[src/rtl/stream_demux_fifo.sv]
// Buffered stream demultiplexer: each accepted beat is routed by oup_sel_i into
// one of N_OUP independent FIFOs; out-of-range selectors are dropped and flagged.
module stream_demux_fifo #(
   parameter int unsigned N_OUP      = 2,
   parameter int unsigned DATA_WIDTH = 32,
   parameter int unsigned DEPTH      = 2,
   parameter int unsigned SEL_WIDTH  = (N_OUP > 1) ? $clog2(N_OUP) : 1,
   parameter int unsigned CNT_WIDTH  = $clog2(DEPTH + 1)
) (
   input  logic                          clk_i,
   input  logic                          rst_ni,
   input  logic                          flush_i,
   input  logic                          inp_valid_i,
   output logic                          inp_ready_o,
   input  logic [DATA_WIDTH-1:0]         inp_data_i,
   input  logic [SEL_WIDTH-1:0]          oup_sel_i,
   output logic [N_OUP-1:0]              oup_valid_o,
   input  logic [N_OUP-1:0]              oup_ready_i,
   output logic [N_OUP*DATA_WIDTH-1:0]   oup_data_o,
   output logic [N_OUP*CNT_WIDTH-1:0]    usage_o,
   output logic                          err_o
);

   localparam int unsigned PTR_WIDTH = (DEPTH > 1) ? $clog2(DEPTH) : 1;
   localparam logic [PTR_WIDTH-1:0] PTR_LAST = PTR_WIDTH'(DEPTH - 1);
   localparam logic [CNT_WIDTH-1:0] DEPTH_C  = CNT_WIDTH'(DEPTH);
   localparam logic [SEL_WIDTH:0]   N_OUP_C  = (SEL_WIDTH + 1)'(N_OUP);
   localparam bit                   MULTI    = (N_OUP > 1);

   logic [DATA_WIDTH-1:0] mem [N_OUP][DEPTH];
   logic [PTR_WIDTH-1:0]  wptr [N_OUP];
   logic [PTR_WIDTH-1:0]  rptr [N_OUP];
   logic [CNT_WIDTH-1:0]  usage [N_OUP];
   logic [N_OUP-1:0]      push_vec;
   logic [N_OUP-1:0]      pop_vec;
   logic [SEL_WIDTH-1:0]  sel_idx;
   logic                  oor;
   logic                  err_q;

   function automatic logic [PTR_WIDTH-1:0] ptr_inc(input logic [PTR_WIDTH-1:0] p);
      return (p == PTR_LAST) ? '0 : p + 1'b1;
   endfunction

   // ready looks only at registered occupancy, so no oup_ready_i -> inp_ready_o path
   always_comb begin
      oor     = MULTI && ({1'b0, oup_sel_i} >= N_OUP_C);
      sel_idx = '0;
      if (MULTI && !oor) sel_idx = oup_sel_i;
      inp_ready_o = 1'b0;
      if (rst_ni && !flush_i) inp_ready_o = oor || (usage[sel_idx] < DEPTH_C);
      push_vec = '0;
      if (inp_valid_i && inp_ready_o && !oor) push_vec[sel_idx] = 1'b1;
   end

   always_comb begin
      oup_valid_o = '0;
      oup_data_o  = '0;
      usage_o     = '0;
      pop_vec     = '0;
      for (int unsigned i = 0; i < N_OUP; i++) begin
         oup_valid_o[i]                             = (usage[i] != '0);
         pop_vec[i]                                 = oup_valid_o[i] && oup_ready_i[i];
         oup_data_o[i*DATA_WIDTH +: DATA_WIDTH]     = mem[i][rptr[i]];
         usage_o[i*CNT_WIDTH +: CNT_WIDTH]          = usage[i];
      end
   end

   assign err_o = err_q;

   always_ff @(posedge clk_i or negedge rst_ni) begin
      if (!rst_ni) begin
         for (int unsigned i = 0; i < N_OUP; i++) begin
            wptr[i]  <= '0;
            rptr[i]  <= '0;
            usage[i] <= '0;
         end
         err_q <= 1'b0;
      end else if (flush_i) begin
         // flush wins over any pop presented in the same cycle
         for (int unsigned i = 0; i < N_OUP; i++) begin
            wptr[i]  <= '0;
            rptr[i]  <= '0;
            usage[i] <= '0;
         end
         err_q <= 1'b0;
      end else begin
         for (int unsigned i = 0; i < N_OUP; i++) begin
            if (push_vec[i]) wptr[i] <= ptr_inc(wptr[i]);
            if (pop_vec[i])  rptr[i] <= ptr_inc(rptr[i]);
            case ({push_vec[i], pop_vec[i]})
               2'b10:   usage[i] <= usage[i] + 1'b1;
               2'b01:   usage[i] <= usage[i] - 1'b1;
               default: usage[i] <= usage[i];
            endcase
         end
         if (inp_valid_i && inp_ready_o && oor) err_q <= 1'b1;
      end
   end

   always_ff @(posedge clk_i) begin
      for (int unsigned i = 0; i < N_OUP; i++) begin
         if (push_vec[i]) mem[i][wptr[i]] <= inp_data_i;
      end
   end

   assert property (@(posedge clk_i) (N_OUP >= 1) && (DEPTH >= 1));

   assert property (@(posedge clk_i) disable iff (!rst_ni)
      (inp_valid_i && !inp_ready_o) |=>
      (inp_valid_i && $stable(inp_data_i) && $stable(oup_sel_i)));

   for (genvar g = 0; g < N_OUP; g++) begin : g_usage_chk
      assert property (@(posedge clk_i) disable iff (!rst_ni) usage[g] <= DEPTH_C);
   end

endmodule

[config.mk]
export PLATFORM = sky130hd
export DESIGN_NAME = stream_demux_fifo
export DESIGN_NICKNAME = d
export VERILOG_FILES = /design/src/rtl/stream_demux_fifo.sv
export SDC_FILE = /design/constraint.sdc
export NUM_CORES = 1
export LEC_CHECK = 0
export BUFFER_PORTS_ARGS = -buffer_cell sky130_fd_sc_hd__buf_2
export CAP_MARGIN = 5
export CORE_MARGIN = 3
export CORE_UTILIZATION = 35
export DETAILED_ROUTE_END_ITERATION = 10
export PLACE_DENSITY = 0.54
export SLEW_MARGIN = 20
export SYNTH_ARGS = -nofsm -noshare
export SYNTH_HDL_FRONTEND = slang
export SYNTH_SLANG_ARGS = --single-unit
[constraint.sdc]
create_clock -name clk_i -period 2.5 [get_ports clk_i]
set_input_delay 0.625 -clock clk_i [delete_from_list [all_inputs] [get_ports clk_i]]
set_output_delay 0.625 -clock clk_i [all_outputs]
set_load 0.01 [all_outputs]
======== Word-level counts from Yosys, hierarchy flattened ========
Memory sizes are Yosys's and may differ from the RTL's.
Index checks and enable logic that the tools add are counted.
word-level totals
  output and inout bits ................... 72
  memories kept ........................... 1
  flip-flop bits (word level) ............. 8
  bits of input ports ..................... 39
  RAM bits ................................ 128
  logic and storage cells ................. 88
cells by class
  bitwise logic cells ..................... 5
  magnitude comparators ................... 10
  add/sub/neg operators ................... 8
  reduce and logical (&&, ||, !) cells .... 17
  muxes and demuxes ....................... 37
  eq/ne operators ......................... 4
memory list
  memory  words  bits a word  rd ports  clocked after Yosys merged registers in  wr ports  RTL line  RTL
  mem     2      64           2         0                                        1         30        logic [DATA_WIDTH-1:0] mem [N_OUP][DEPTH];
operators by type and width
  operator               number
  $mux W32               8
  $mux W64               4
  $demux W32 S1          2
  $reduce_or A64 Y1      1
  $mux W1                13
  $mux W2                6
  $reduce_bool A2 Y1     6
  $ge A2 B2 Y1 const B   5
  $not A1 Y2             5
  $pmux W2 S2            2
  $logic_and A1 B1 Y1    7
  $reduce_bool A3 Y1     2
  $add A1 B1 Y1 const B  4
  $add A2 B1 Y2 const B  2
  $eq A2 B1 Y1 const B   2
  $eq A2 B2 Y1 const B   2
  $lt A2 B1 Y1 const B   2
  $mux W4                1
  $sub A2 B1 Y2 const B  2
  $lt A1 B2 Y1 const B   1
  $lt A2 B2 Y1 const B   1
  $demux W1 S1           1
  $ge A1 B1 Y1 const B   1
  $logic_not A1 Y1       1

======== Longest topological paths before layout ========
Gate-level depths: netlist of the first run.
  depth after elaboration ................. 12
  depth in mapped cells ................... 4
  mapped depth without buffers ............ 3

======== Least setup slack after synthesis of the first run ========
No wires, ideal clock.
  kind .................................... input to register
  from .................................... input flush_i
  to ...................................... memory mem[0][100] in the netlist's numbering, enable pin
  required time ........................... 2.113 ns
  library setup time ...................... 0.387 ns
  arrival ................................. 1.908 ns
  cell stages on the path ................. 4
  path buffers ............................ 1
  path slack .............................. 0.205 ns
  cell sequence ........................... buf_6 nand3b_4 or3_1 inv_1
between the ends
  cells in the longest elaborated chain, start to end .. 9
  elaborated cells on any way between the ends .. 12
  classes of those cells .................. mux (8); reduce/logical (4)
ends and longest elaborated chain
  element                                               RTL line  RTL
  start: declaration                                    12        input logic flush_i,
  $logic_not A1 Y1 *                                    50        if (rst_ni && !flush_i) inp_ready_o = oor || (usage[sel_idx] < DEPTH_C);
  $logic_and A1 B1 Y1 *                                 50
  $mux W1 *                                             50
  $logic_and A1 B1 Y1 *                                 n/a
  $mux W2 *                                             52        if (inp_valid_i && inp_ready_o && !oor) push_vec[sel_idx] = 1'b1;
  $mux W1                                               102       if (push_vec[i]) mem[i][wptr[i]] <= inp_data_i;
  $mux W64 (not written as such)                        102
  $reduce_or A64 Y1 (no source line)                    n/a
  $mux W1 (no source line) or $mux W64 (tied branches)  n/a
  end: declaration                                      30
Every way passes the cells marked *; elsewhere a longest branch is shown, timed or not.

======== Worst setup path in the final report of the first run ========
  from .................................... register rptr[1] in the netlist's numbering
  to ...................................... output oup_data_o[27]
between the ends
  cells in the longest elaborated chain, start to end .. 4
ends and longest elaborated chain
  element                                      RTL line  RTL
  start: declaration                           32        logic [PTR_WIDTH-1:0] rptr [N_OUP];
  start signal: indexed assignment             89        if (pop_vec[i]) rptr[i] <= ptr_inc(rptr[i]);
  $not A1 Y2 (not written as such)             63        oup_data_o[i*DATA_WIDTH +: DATA_WIDTH] = mem[i][rptr[i]];
  $mux W32 (not written as such) (3 in a row)  63
  end: declaration                             19        output logic [N_OUP*DATA_WIDTH-1:0] oup_data_o,
No other way between the ends. The select of a mux whose other input is x is not followed.

==> impl_metrics.sql, run 1 <==
INSERT INTO impl_metrics (metric_group, metric, value, unit) VALUES
('timing', 'final_hold_viol_count', '0', ''),
('logic_synthesis', 'synthesis.yosys.warnings', '0', ''),
('cts', 'cts.sinks', '136', ''),
('global_routing', 'antenna_found_initial', '0', ''),
('route', 'drt-wirelength-per-cell', '17.2', 'µm'),
('global_routing', 'grt_pass1_wl', '15400', 'µm'),
('cts', 'postCtsResizedCells', '0', ''),
('worst_setup_path', 'worstSetupEndpointType', 'primary output', ''),
('logic_synthesis', 'synthesis.area_per_instance', '20.0', 'µm²'),
('floorplanning', 'fp.dieArea', '0.0160', 'mm²'),
('cells_and_area', 'finalNetCount', '421', ''),
('worst_setup_path', 'worstReg2RegStart', 'usage_o[1]', ''),
('logic_synthesis', 'post_synth_xor_area_fraction', '0.344', '%'),
('logic_synthesis', 'post_synth_and_or_nand_nor_area_fraction', '3.10', '%'),
('cells_and_area', 'seq_area', '0.00405', 'mm²'),
('cts', 'cts.repair_timing.setup_buffer_count', '0', ''),
('worst_setup_path', 'path_max_fanout', '19', ''),
('cells_and_area', 'num-fill-cells', '1247', ''),
('timing', 'min_period_over_period', '88.7', '%'),
('global_routing', 'globalRouteOverflowTotal', '0', ''),
('timing', 'final-setup-viol-count', '0', ''),
('cts', 'clkLatencyLatePin', '410', 'ps'),
('route', 'detailedRoute.firstPassIterationCount', '4', ''),
('route', 'route.detailed.vias_per_inst', '4.60', ''),
('global_routing', 'grt_start_max_net_pins', '33', ''),
('timing', 'setup_skew', '7.48', 'ps'),
('worst_setup_path', 'worstSetupStartpoint', 'rptr[1]', ''),
('route', 'antenna_violating_nets_post_route', '0', ''),
('cts', 'clk_pin_slew', '60', 'ps'),
('cts', 'postCtsHoldBufs', '0', ''),
('cts', 'cts_htree_levels', '4', ''),
('worst_setup_path', 'setup.worst_path.start_class', 'register', ''),
('route', 'drc', '0', ''),
('placement', 'globalplace.congestion', '0.750', ''),
('cells_and_area', 'multi_input_area', '978', 'µm²'),
('global_routing', 'number_of_global_route_vias_before_repair', '2772', ''),
('worst_setup_path', 'r2r_setup_slack', '780', 'ps'),
('logic_synthesis', 'synth_nets', '293', ''),
('timing', 'drv_slew', '0', ''),
('timing', 'unrepaired_setup_endpoints_after_global_routing', 'no', ''),
('power_and_ir_drop', 'powerDensity', '770', 'mW/mm²'),
('cts', 'max-clock-path-buffers', '2', ''),
('cells_and_area', 'ratio_of_cells_with_drive_above_1_in_the_final_layout', '55.9', '%'),
('route', 'via_count', '2647', ''),
('power_and_ir_drop', 'vdd_drop_max', '0.419', 'mV'),
('logic_synthesis', 'synth-seq-area-share', '79.4', '%'),
('outcome', 'run_status', 'finished clean', ''),
('logic_synthesis', 'netlist_instances', '254', ''),
('hold_path', 'worstHoldPathType', 'in -> async', ''),
('worst_setup_path', 'critical_path_arrival', '1590', 'ps'),
('logic_synthesis', 'synth_area', '0.00509', 'mm²'),
('timing', 'post-route-min-period', '2220', 'ps'),
('floorplanning', 'placeableCoreArea', '0.0140', 'mm²'),
('floorplanning', 'io_pins', '111', ''),
('logic_synthesis', 'mux_contribution_to_synthesized_area', '14.2', '%'),
('power_and_ir_drop', 'design_power_total', '4.96', 'mW'),
('worst_setup_path', 'required', '1880', 'ps'),
('floorplanning', 'dieHeight', '127', 'µm'),
('logic_synthesis', 'synth-compound-area-share', '1.50', '%'),
('power_and_ir_drop', 'static-leakage-power', '2.39', 'nW'),
('timing', 'max_fclk', '0.451', 'GHz'),
('cells_and_area', 'flow.area_growth_from_synthesis', '26.4', '%'),
('route', 'drt-total-wl', '9900', 'µm'),
('logic_synthesis', 'synth_top_family_by_area', 'multiplexers', ''),
('global_routing', 'track_usage', '13.0', '%'),
('floorplanning', 'starting_density', '36.3', '%'),
('cts', 'cts_tree', 'done', ''),
('cts', 'numCtsBuffers', '17', ''),
('placement', 'place_worst_setup_slack', '421', 'ps'),
('placement', 'count_of_buffers_inserted_at_the_top_level_ports', '109', ''),
('cells_and_area', 'utilization', '45.8', '%'),
('timing', 'setup-tns-final', '0', 'ps'),
('floorplanning', 'fp.dieW', '127', 'µm'),
('logic_synthesis', 'synth_fa_ha_area_share', '0', '%'),
('placement', 'hpwl', '6560', 'µm'),
('worst_setup_path', 'critPathKind', 'reg -> out', ''),
('timing', 'layout_setup_ws', '281', 'ps'),
('floorplanning', 'num_rows', '43', ''),
('route', 'initialDrtViolationCount', '68', ''),
('logic_synthesis', 'yosys_reg_bits', '136', ''),
('flow_run', 'maxCapViolCount', '0', ''),
('logic_synthesis', 'synth.distinct_cells', '25', ''),
('cts', 'clock_tree.root_cell', 'sky130_fd_sc_hd__clkbuf_16', '');
-- where the power goes --
part	switching, mW	leakage (nW)	internal, mW	total, mW
clock	0.865	0.268	1.34	2.20
sequential	0.00906	1.26	2.53	2.54
combinational	0.118	0.854	0.0946	0.213
-- stage by stage --
stage | cells | area, µm² | hold WS [ps]
after floorplan | 254 | 5090 | 329
after global placement | 543 | 5910 | 505
after detailed placement | 543 | 5910 | 509
after CTS | 575 | 6430 | 59.5
after global routing | 575 | 6430 | 63.1
final | 576 | 6430 | 69.3
-- placed cells by master (no fill, tap or decap), types with 2 or more instances in the layout --
cell,synthesis,final
sky130_fd_sc_hd__a21oi_1,5,5
sky130_fd_sc_hd__and3_2,0,2
sky130_fd_sc_hd__and3b_2,2,2
sky130_fd_sc_hd__buf_12,0,2
sky130_fd_sc_hd__buf_2,6,109
sky130_fd_sc_hd__buf_4,1,8
sky130_fd_sc_hd__clkbuf_1,2,2
sky130_fd_sc_hd__clkbuf_16,0,17
sky130_fd_sc_hd__clkinv_1,0,4
sky130_fd_sc_hd__clkinv_2,0,10
sky130_fd_sc_hd__dfrtp_1,8,6
sky130_fd_sc_hd__dfrtp_2,0,2
sky130_fd_sc_hd__edfxtp_1,128,128
sky130_fd_sc_hd__inv_1,4,2
sky130_fd_sc_hd__mux2_2,64,64
sky130_fd_sc_hd__nand2b_1,2,2
sky130_fd_sc_hd__nand3_1,2,2
sky130_fd_sc_hd__nor2_1,3,3
sky130_fd_sc_hd__nor2b_1,3,3
sky130_fd_sc_hd__o21ai_0,7,7
sky130_fd_sc_hd__or2_2,3,3
sky130_fd_sc_hd__or3_1,3,3
sky130_fd_sc_hd__xor2_1,2,2
-- synth_stat cells --
cell type	number	area, µm²
sky130_fd_sc_hd__a21oi_1	5	25.0
sky130_fd_sc_hd__a221o_1	1	10.0
sky130_fd_sc_hd__a31oi_1	1	6.26
sky130_fd_sc_hd__and2b_1	1	7.51
sky130_fd_sc_hd__and3_1	2	12.5
sky130_fd_sc_hd__and3b_2	2	20.0
sky130_fd_sc_hd__buf_2	6	30.0
sky130_fd_sc_hd__buf_4	1	7.51
sky130_fd_sc_hd__buf_6	1	11.3
sky130_fd_sc_hd__clkbuf_1	2	7.51
sky130_fd_sc_hd__conb_1	1	3.75
sky130_fd_sc_hd__dfrtp_1	8	200
sky130_fd_sc_hd__edfxtp_1	128	3840
sky130_fd_sc_hd__inv_1	4	15.0
sky130_fd_sc_hd__mux2_2	64	721
sky130_fd_sc_hd__nand2b_1	2	12.5
sky130_fd_sc_hd__nand3_1	2	10.0
sky130_fd_sc_hd__nand3b_1	1	7.51
sky130_fd_sc_hd__nand3b_4	1	20.0
sky130_fd_sc_hd__nor2_1	3	11.3
sky130_fd_sc_hd__nor2b_1	3	18.8
sky130_fd_sc_hd__o21ai_0	7	35.0
sky130_fd_sc_hd__or2_2	3	18.8
sky130_fd_sc_hd__or3_1	3	18.8
sky130_fd_sc_hd__xor2_1	2	17.5
-- flip-flops by register name, summed over array words and instances, names as in the netlist --
signal / flops
wptr: 2
usage_o: 4
rptr: 2
mem: 128
-- layout make-up --
| type | count | area share, % |
|---|---|---|
| multi-input cells | 104 | 15.2 |
| repair buffers | 119 | 10.0 |
| well taps | 180 | 3.50 |
| inverters | 4 | 0.233 |
| clock buffers | 19 | 6.73 |
| flip-flops and latches | 136 | 62.9 |
| diodes | 1 | 0.0389 |
| clock inverters | 13 | 1.36 |
-- worst max-delay path, cell delays in order (launching register included) --
cell	delay, ps
sky130_fd_sc_hd__dfrtp_2	350
sky130_fd_sc_hd__buf_4	280
sky130_fd_sc_hd__mux2_2	390
sky130_fd_sc_hd__buf_2	150
-- cell families (layout without fill, tap and decap cells) --
logic type	count (synthesis)	count (layout)
buffers and inverters	14	155
AO/OA/AOI/OAI	14	14
other	1	2
AND/OR/NAND/NOR	23	23
flip-flops	136	136
multiplexers	64	64
XOR/XNOR	2	2
-- metal layers --
| metal | up-vias | part of all wire, % | global-route usage, % |
|---|---|---|---|
| li1 | 1245 | - | - |
| met1 | 1302 | 44 | 16.2 |
| met2 | 82 | 47 | 19.6 |
| met3 | 18 | 7.3 | 5.77 |
| met4 | 0 | 1.6 | 5.49 |
| met5 | - | 0 | 0 |
-- path summary, 6_finish.rpt --
check                           cells past startpoint              to
worst max register to register                      4      mem[0][61]
max in group asynchronous                           1         rptr[0]
worst min-delay path                                1      usage_o[3]
worst min register to register                      2         wptr[0]
min in group clk_i                                  1      mem[0][83]
worst max-delay path                                3  oup_data_o[27]
Note: power is estimated with default switching activity, not from simulation.
==> run 2, diff against run 1 <==
==> constraint.sdc (replaced) <==
create_clock -name clk_i -period 2.5 [get_ports clk_i]
set_input_delay 0.625 -clock clk_i [delete_from_list [all_inputs] [get_ports clk_i]]
set_output_delay 0.625 -clock clk_i [all_outputs]
set_load 0.1 [all_outputs]
==> impl_metrics.sql, run 2 (synthesized netlist as in run 1, its figures left out) <==
INSERT INTO impl_metrics (metric_group, metric, value, unit) VALUES
('timing', 'worst_hold_slack', '83.7', 'ps'),
('cts', 'postCtsResizedCells', '0', ''),
('global_routing', 'antenna_found_initial', '2', ''),
('cts', 'clk_pin_slew', '60', 'ps'),
('placement', 'hpwl', '6500', 'µm'),
('floorplanning', 'placeableCoreArea', '0.0140', 'mm²'),
('floorplanning', 'starting_density', '36.3', '%'),
('route', 'drt-total-wl', '9350', 'µm'),
('global_routing', 'track_usage', '12.1', '%'),
('worst_setup_path', 'required', '1880', 'ps'),
('timing', 'drv_slew', '0', ''),
('cts', 'numCtsBuffers', '17', ''),
('placement', 'globalplace.congestion', '0.750', ''),
('hold_path', 'worstHoldPathType', 'in -> async', ''),
('cells_and_area', 'ratio_of_cells_with_drive_above_1_in_the_final_layout', '55.6', '%'),
('worst_setup_path', 'slowest_stage', 'sky130_fd_sc_hd__dfrtp_2', ''),
('global_routing', 'globalRouteOverflowTotal', '0', ''),
('power_and_ir_drop', 'static-leakage-power', '2.76', 'nW'),
('cts', 'cts_htree_levels', '4', ''),
('timing', 'final_hold_viol_count', '0', ''),
('cells_and_area', 'flow.area_growth_from_synthesis', '47.3', '%'),
('cts', 'cts.sinks', '136', ''),
('floorplanning', 'io_pins', '111', ''),
('timing', 'max_fclk', '0.427', 'GHz'),
('global_routing', 'grt_start_max_net_pins', '26', ''),
('placement', 'count_of_buffers_inserted_at_the_top_level_ports', '109', ''),
('cells_and_area', 'max_ffs_per_register', '128', ''),
('worst_setup_path', 'r2r_setup_slack', '580', 'ps'),
('timing', 'setup_skew', '12.5', 'ps'),
('route', 'route.detailed.vias_per_inst', '4.65', ''),
('cells_and_area', 'finalNetCount', '420', ''),
('cells_and_area', 'final_common_cell', 'sky130_fd_sc_hd__edfxtp_1', ''),
('cells_and_area', 'seq_area', '0.00405', 'mm²'),
('worst_setup_path', 'critPathKind', 'reg -> out', ''),
('worst_setup_path', 'r2r_cells', '4', ''),
('cts', 'cts_tree', 'done', ''),
('global_routing', 'grt_pass1_wl', '14800', 'µm'),
('cells_and_area', 'mostFrequentLayoutCells', 'sky130_fd_sc_hd__edfxtp_1, sky130_fd_sc_hd__buf_12, sky130_fd_sc_hd__mux2_2', ''),
('outcome', 'run_status', 'finished clean', ''),
('worst_setup_path', 'worstReg2RegStart', 'usage_o[1]', ''),
('cells_and_area', 'multi_input_area', '990', 'µm²'),
('worst_setup_path', 'cp_most_frequent_cell', 'sky130_fd_sc_hd__buf_12', ''),
('flow_run', 'maxCapViolCount', '0', ''),
('floorplanning', 'fp.dieW', '127', 'µm'),
('cts', 'postCtsHoldBufs', '0', ''),
('floorplanning', 'num_rows', '43', ''),
('cells_and_area', 'num-fill-cells', '1100', ''),
('global_routing', 'number_of_global_route_vias_before_repair', '2769', ''),
('cells_and_area', 'utilization', '53.4', '%'),
('route', 'drc', '0', ''),
('cells_and_area', 'num_antenna_cells', '0', ''),
('worst_setup_path', 'path_max_fanout', '25', ''),
('route', 'via_count', '2671', ''),
('route', 'drt-wirelength-per-cell', '16.3', 'µm'),
('timing', 'post-route-min-period', '2340', 'ps'),
('worst_setup_path', 'worstSetupEndpointType', 'primary output', ''),
('route', 'initialDrtViolationCount', '119', ''),
('timing', 'unrepaired_setup_endpoints_after_global_routing', 'no', ''),
('floorplanning', 'dieHeight', '127', 'µm'),
('floorplanning', 'fp.dieArea', '0.0160', 'mm²'),
('timing', 'final-setup-viol-count', '0', ''),
('route', 'antenna_violating_nets_post_route', '0', ''),
('power_and_ir_drop', 'powerDensity', '757', 'mW/mm²'),
('worst_setup_path', 'setup.worst_path.start_class', 'register', ''),
('cts', 'cts.repair_timing.setup_buffer_count', '0', ''),
('timing', 'min_period_over_period', '93.7', '%'),
('cts', 'clkLatencyLatePin', '400', 'ps'),
('worst_setup_path', 'regToRegEndpoint', 'mem[0][38]', ''),
('power_and_ir_drop', 'design_power_total', '5.68', 'mW'),
('route', 'detailedRoute.firstPassIterationCount', '4', ''),
('worst_setup_path', 'critical_path_arrival', '1720', 'ps'),
('cts', 'max-clock-path-buffers', '2', ''),
('power_and_ir_drop', 'vdd_drop_max', '0.419', 'mV'),
('worst_setup_path', 'cp_cell_sequence', 'buf_12 > mux2_2 > buf_12', ''),
('cts', 'clock_tree.root_cell', 'sky130_fd_sc_hd__clkbuf_16', ''),
('worst_setup_path', 'max_stage_delay', '510', 'ps');
run 2: cell count changes in the layout (fill, tap and decap cells not counted), moves of 2 or more:
cell	previous run	this run
sky130_fd_sc_hd__buf_2	109	44
sky130_fd_sc_hd__clkbuf_1	2	4
sky130_fd_sc_hd__bufinv_16	1	4
sky130_fd_sc_hd__buf_12	2	68
sky130_fd_sc_hd__clkinv_2	10	3
sky130_fd_sc_hd__clkinvlp_4	0	2
sky130_fd_sc_hd__buf_4	8	6
run 2: worst max-delay path by stage:
stage	slack, ps	from	end
floorplan	-7	usage_o[3]	mem[0][100]
global placement	330	oup_sel_i	mem[0][36]
detailed placement	290	oup_sel_i	mem[0][39]
CTS	110	rptr[1]	oup_data_o[23]
global route	90	rptr[1]	oup_data_o[2]
finish	160	rptr[1]	oup_data_o[30]
run 2: power breakdown:
part,switching (mW),internal (mW)
Clock,0.831,1.65
Sequential,0.00980,2.53
Combinational,0.430,0.221
run 2: final cells by class:
type / instances / share of cell area (%)
Sequential cell: 136 / 53.9
Timing Repair Buffer: 118 / 21.7
Multi-Input combinational cell: 104 / 13.2
Clock buffer: 21 / 5.87
Tap cell: 180 / 3.00
Clock inverter: 11 / 2.05
Inverter: 4 / 0.250
run 2: worst max-delay path: cells and delay by family, from the launching register on:
family,cells,cell delay [ps]
flip-flops,1,510
buffers and inverters,2,400
multiplexers,1,390
run 2: layer usage:
metal | track usage, % | vias up | part of all wire (%)
met2 | 18.5 | 80 | 48
met1 | 15.6 | 1326 | 44
met4 | 4.42 | 4 | 1.2
met5 | 0 | - | 0.22
met3 | 5.09 | 14 | 6.3
li1 | - | 1247 | -
run 2: metrics by stage:
step | TNS, ps | instance area [µm²] | setup slack (ps) | cells
after global placement | 0 | 6910 | 326 | 542
after global routing | 0 | 7500 | 94.5 | 574
after CTS | 0 | 7500 | 114 | 574
final | 0 | 7500 | 157 | 574
after detailed placement | 0 | 6910 | 295 | 542
after floorplan | -226 | 5110 | -7.07 | 254
==> run 3, diff against run 2 <==
- CAP_MARGIN: 5 -> default
- RECOVER_POWER: default -> 50
==> impl_metrics.sql, run 3 (synthesized netlist as in run 1, its figures left out) <==
INSERT INTO impl_metrics (metric_group, metric, value, unit) VALUES
('timing', 'final-setup-viol-count', '0', ''),
('worst_setup_path', 'regToRegEndpoint', 'mem[0][38]', ''),
('worst_setup_path', 'critical_path_arrival', '1720', 'ps'),
('power_and_ir_drop', 'powerDensity', '762', 'mW/mm²'),
('timing', 'setup_skew', '12.3', 'ps'),
('timing', 'final_hold_viol_count', '0', ''),
('power_and_ir_drop', 'clkPwrFrac', '43.8', '%'),
('global_routing', 'track_usage', '12.1', '%'),
('route', 'drt-total-wl', '9330', 'µm'),
('timing', 'post-route-min-period', '2340', 'ps'),
('cts', 'numCtsBuffers', '17', ''),
('timing', 'min_period_over_period', '93.8', '%'),
('route', 'antenna_violating_nets_post_route', '0', ''),
('cells_and_area', 'finalNetCount', '420', ''),
('route', 'detailedRoute.firstPassIterationCount', '3', ''),
('worst_setup_path', 'path_max_fanout', '25', ''),
('floorplanning', 'io_pins', '111', ''),
('power_and_ir_drop', 'power.share.combinational', '11.3', '%'),
('global_routing', 'grt_pass1_wl', '14800', 'µm'),
('cells_and_area', 'flow.area_growth_from_synthesis', '46.1', '%'),
('placement', 'dp_cells', '542', ''),
('worst_setup_path', 'worstSetupStartpoint', 'rptr[1]', ''),
('placement', 'place_worst_setup_slack', '295', 'ps'),
('power_and_ir_drop', 'vdd_drop_max', '0.420', 'mV'),
('route', 'initialDrtViolationCount', '116', ''),
('cts', 'clk_pin_slew', '60', 'ps'),
('global_routing', 'antenna_found_initial', '0', ''),
('cells_and_area', 'multi_input_area', '975', 'µm²'),
('power_and_ir_drop', 'seq_power_share', '44.9', '%'),
('cells_and_area', 'max_ffs_per_register', '128', ''),
('timing', 'layout_setup_ws', '155', 'ps'),
('flow_run', 'maxCapViolCount', '0', ''),
('cells_and_area', 'final_cell_count_no_fill', '574', ''),
('floorplanning', 'starting_density', '36.3', '%'),
('cells_and_area', 'mostFrequentLayoutCells', 'sky130_fd_sc_hd__edfxtp_1, sky130_fd_sc_hd__buf_12, sky130_fd_sc_hd__mux2_2', ''),
('worst_setup_path', 'worstReg2RegStart', 'usage_o[1]', ''),
('power_and_ir_drop', 'static-leakage-power', '2.66', 'nW'),
('floorplanning', 'dieHeight', '127', 'µm'),
('cells_and_area', 'seq_area', '0.00405', 'mm²'),
('placement', 'placement.cell_area', '0.00691', 'mm²'),
('timing', 'drv_slew', '0', ''),
('power_and_ir_drop', 'internal_power', '4.40', 'mW'),
('worst_setup_path', 'setup.worst_path.start_class', 'register', ''),
('floorplanning', 'fp.dieW', '127', 'µm'),
('cts', 'max-clock-path-buffers', '2', ''),
('floorplanning', 'num_rows', '43', ''),
('power_and_ir_drop', 'switching_portion_of_total_power', '22.4', '%'),
('cts', 'cts_tree', 'done', ''),
('timing', 'unrepaired_setup_endpoints_after_global_routing', 'no', ''),
('worst_setup_path', 'required', '1880', 'ps'),
('global_routing', 'grt_start_max_net_pins', '26', ''),
('cells_and_area', 'num_antenna_cells', '0', ''),
('route', 'via_count', '2662', ''),
('cts', 'postCtsHoldBufs', '0', ''),
('outcome', 'run_status', 'finished clean', ''),
('cells_and_area', 'final_area', '0.00744', 'mm²'),
('route', 'route.detailed.vias_per_inst', '4.64', ''),
('cts', 'clkLatencyLatePin', '400', 'ps'),
('timing', 'worst_slew_margin_rel', '62.5', '%'),
('cts', 'cts.repair_timing.setup_buffer_count', '0', ''),
('cells_and_area', 'ratio_of_cells_with_drive_above_1_in_the_final_layout', '46.4', '%'),
('timing', 'worst-slew-pin-transition', '563', 'ps'),
('hold_path', 'worstHoldPathType', 'in -> async', ''),
('global_routing', 'number_of_global_route_vias_before_repair', '2769', ''),
('placement', 'count_of_buffers_inserted_at_the_top_level_ports', '109', ''),
('cells_and_area', 'final_common_cell', 'sky130_fd_sc_hd__edfxtp_1', ''),
('timing', 'max_fclk', '0.426', 'GHz'),
('floorplanning', 'placeableCoreArea', '0.0140', 'mm²'),
('cells_and_area', 'num-fill-cells', '1115', ''),
('worst_setup_path', 'r2r_cells', '4', ''),
('worst_setup_path', 'worstSetupEndpointType', 'primary output', ''),
('floorplanning', 'fp.dieArea', '0.0160', 'mm²'),
('cts', 'clock_tree.root_cell', 'sky130_fd_sc_hd__clkbuf_16', ''),
('cts', 'cts_htree_levels', '4', ''),
('power_and_ir_drop', 'total_switching_power', '1.27', 'mW'),
('route', 'drc', '0', ''),
('worst_setup_path', 'r2r_setup_slack', '590', 'ps'),
('cts', 'cts.sinks', '136', ''),
('power_and_ir_drop', 'design_power_total', '5.67', 'mW'),
('route', 'drt-wirelength-per-cell', '16.3', 'µm'),
('cts', 'postCtsResizedCells', '0', ''),
('placement', 'globalplace.congestion', '0.750', ''),
('worst_setup_path', 'critPathKind', 'reg -> out', ''),
('placement', 'hpwl', '6500', 'µm'),
('worst_setup_path', 'critPathCapture', 'oup_data_o[30]', ''),
('global_routing', 'globalRouteOverflowTotal', '0', '');
==> run 3: through the flow <==
step,TNS (ps),util [%],hold slack (ps)
final,0,53.0,172
after global routing,0,53.0,193
after CTS,0,53.4,68.1
after detailed placement,0,49.2,509
after global placement,0,49.2,499
after floorplan,-226,-,329
==> run 3: metal layers <==
layer | share of wire, % | GRT usage (%)
met1 | 44 | 15.6
met2 | 48 | 18.5
met3 | 6.7 | 5.09
met4 | 1.1 | 4.42
met5 | 0 | 0
==> run 3: how the worst min path moves through the flow <==
stage	slack (ps)	endpoint	cells after the start
floorplan	330	rptr[0]	0
global placement	500	usage_o[1]	1
detailed placement	510	usage_o[0]	1
CTS	70	usage_o[0]	1
global route	190	usage_o[1]	1
finish	170	usage_o[0]	1
==> run 3: critical path: stages (launching register included) <==
cell	delay [ps]
sky130_fd_sc_hd__dfrtp_2	510
sky130_fd_sc_hd__buf_12	230
sky130_fd_sc_hd__mux2_2	390
sky130_fd_sc_hd__buf_12	170
==> run 3: layout make-up <==
type                    instances  area share (%)
flip-flops and latches        136            54.4
multi-input cells             104            13.1
inverters                       4           0.252
clock inverters                11            2.07
repair buffers                118            21.2
well taps                     180            3.03
clock buffers                  21            5.92
==> run 3: power by group through the flow <==
| stage | registers (mW) | clock network (mW) | logic (mW) |
|---|---|---|---|
| 2_1_floorplan | 2.59 | 0 | 0.392 |
| 3_3_place_gp | 2.59 | 0 | 0.654 |
| 3_5_place_dp | 2.59 | 0 | 0.657 |
| 4_1_cts | 2.54 | 2.55 | 0.658 |
| 5_1_grt | 2.55 | 2.64 | 0.664 |
| 6_report | 2.54 | 2.48 | 0.641 |
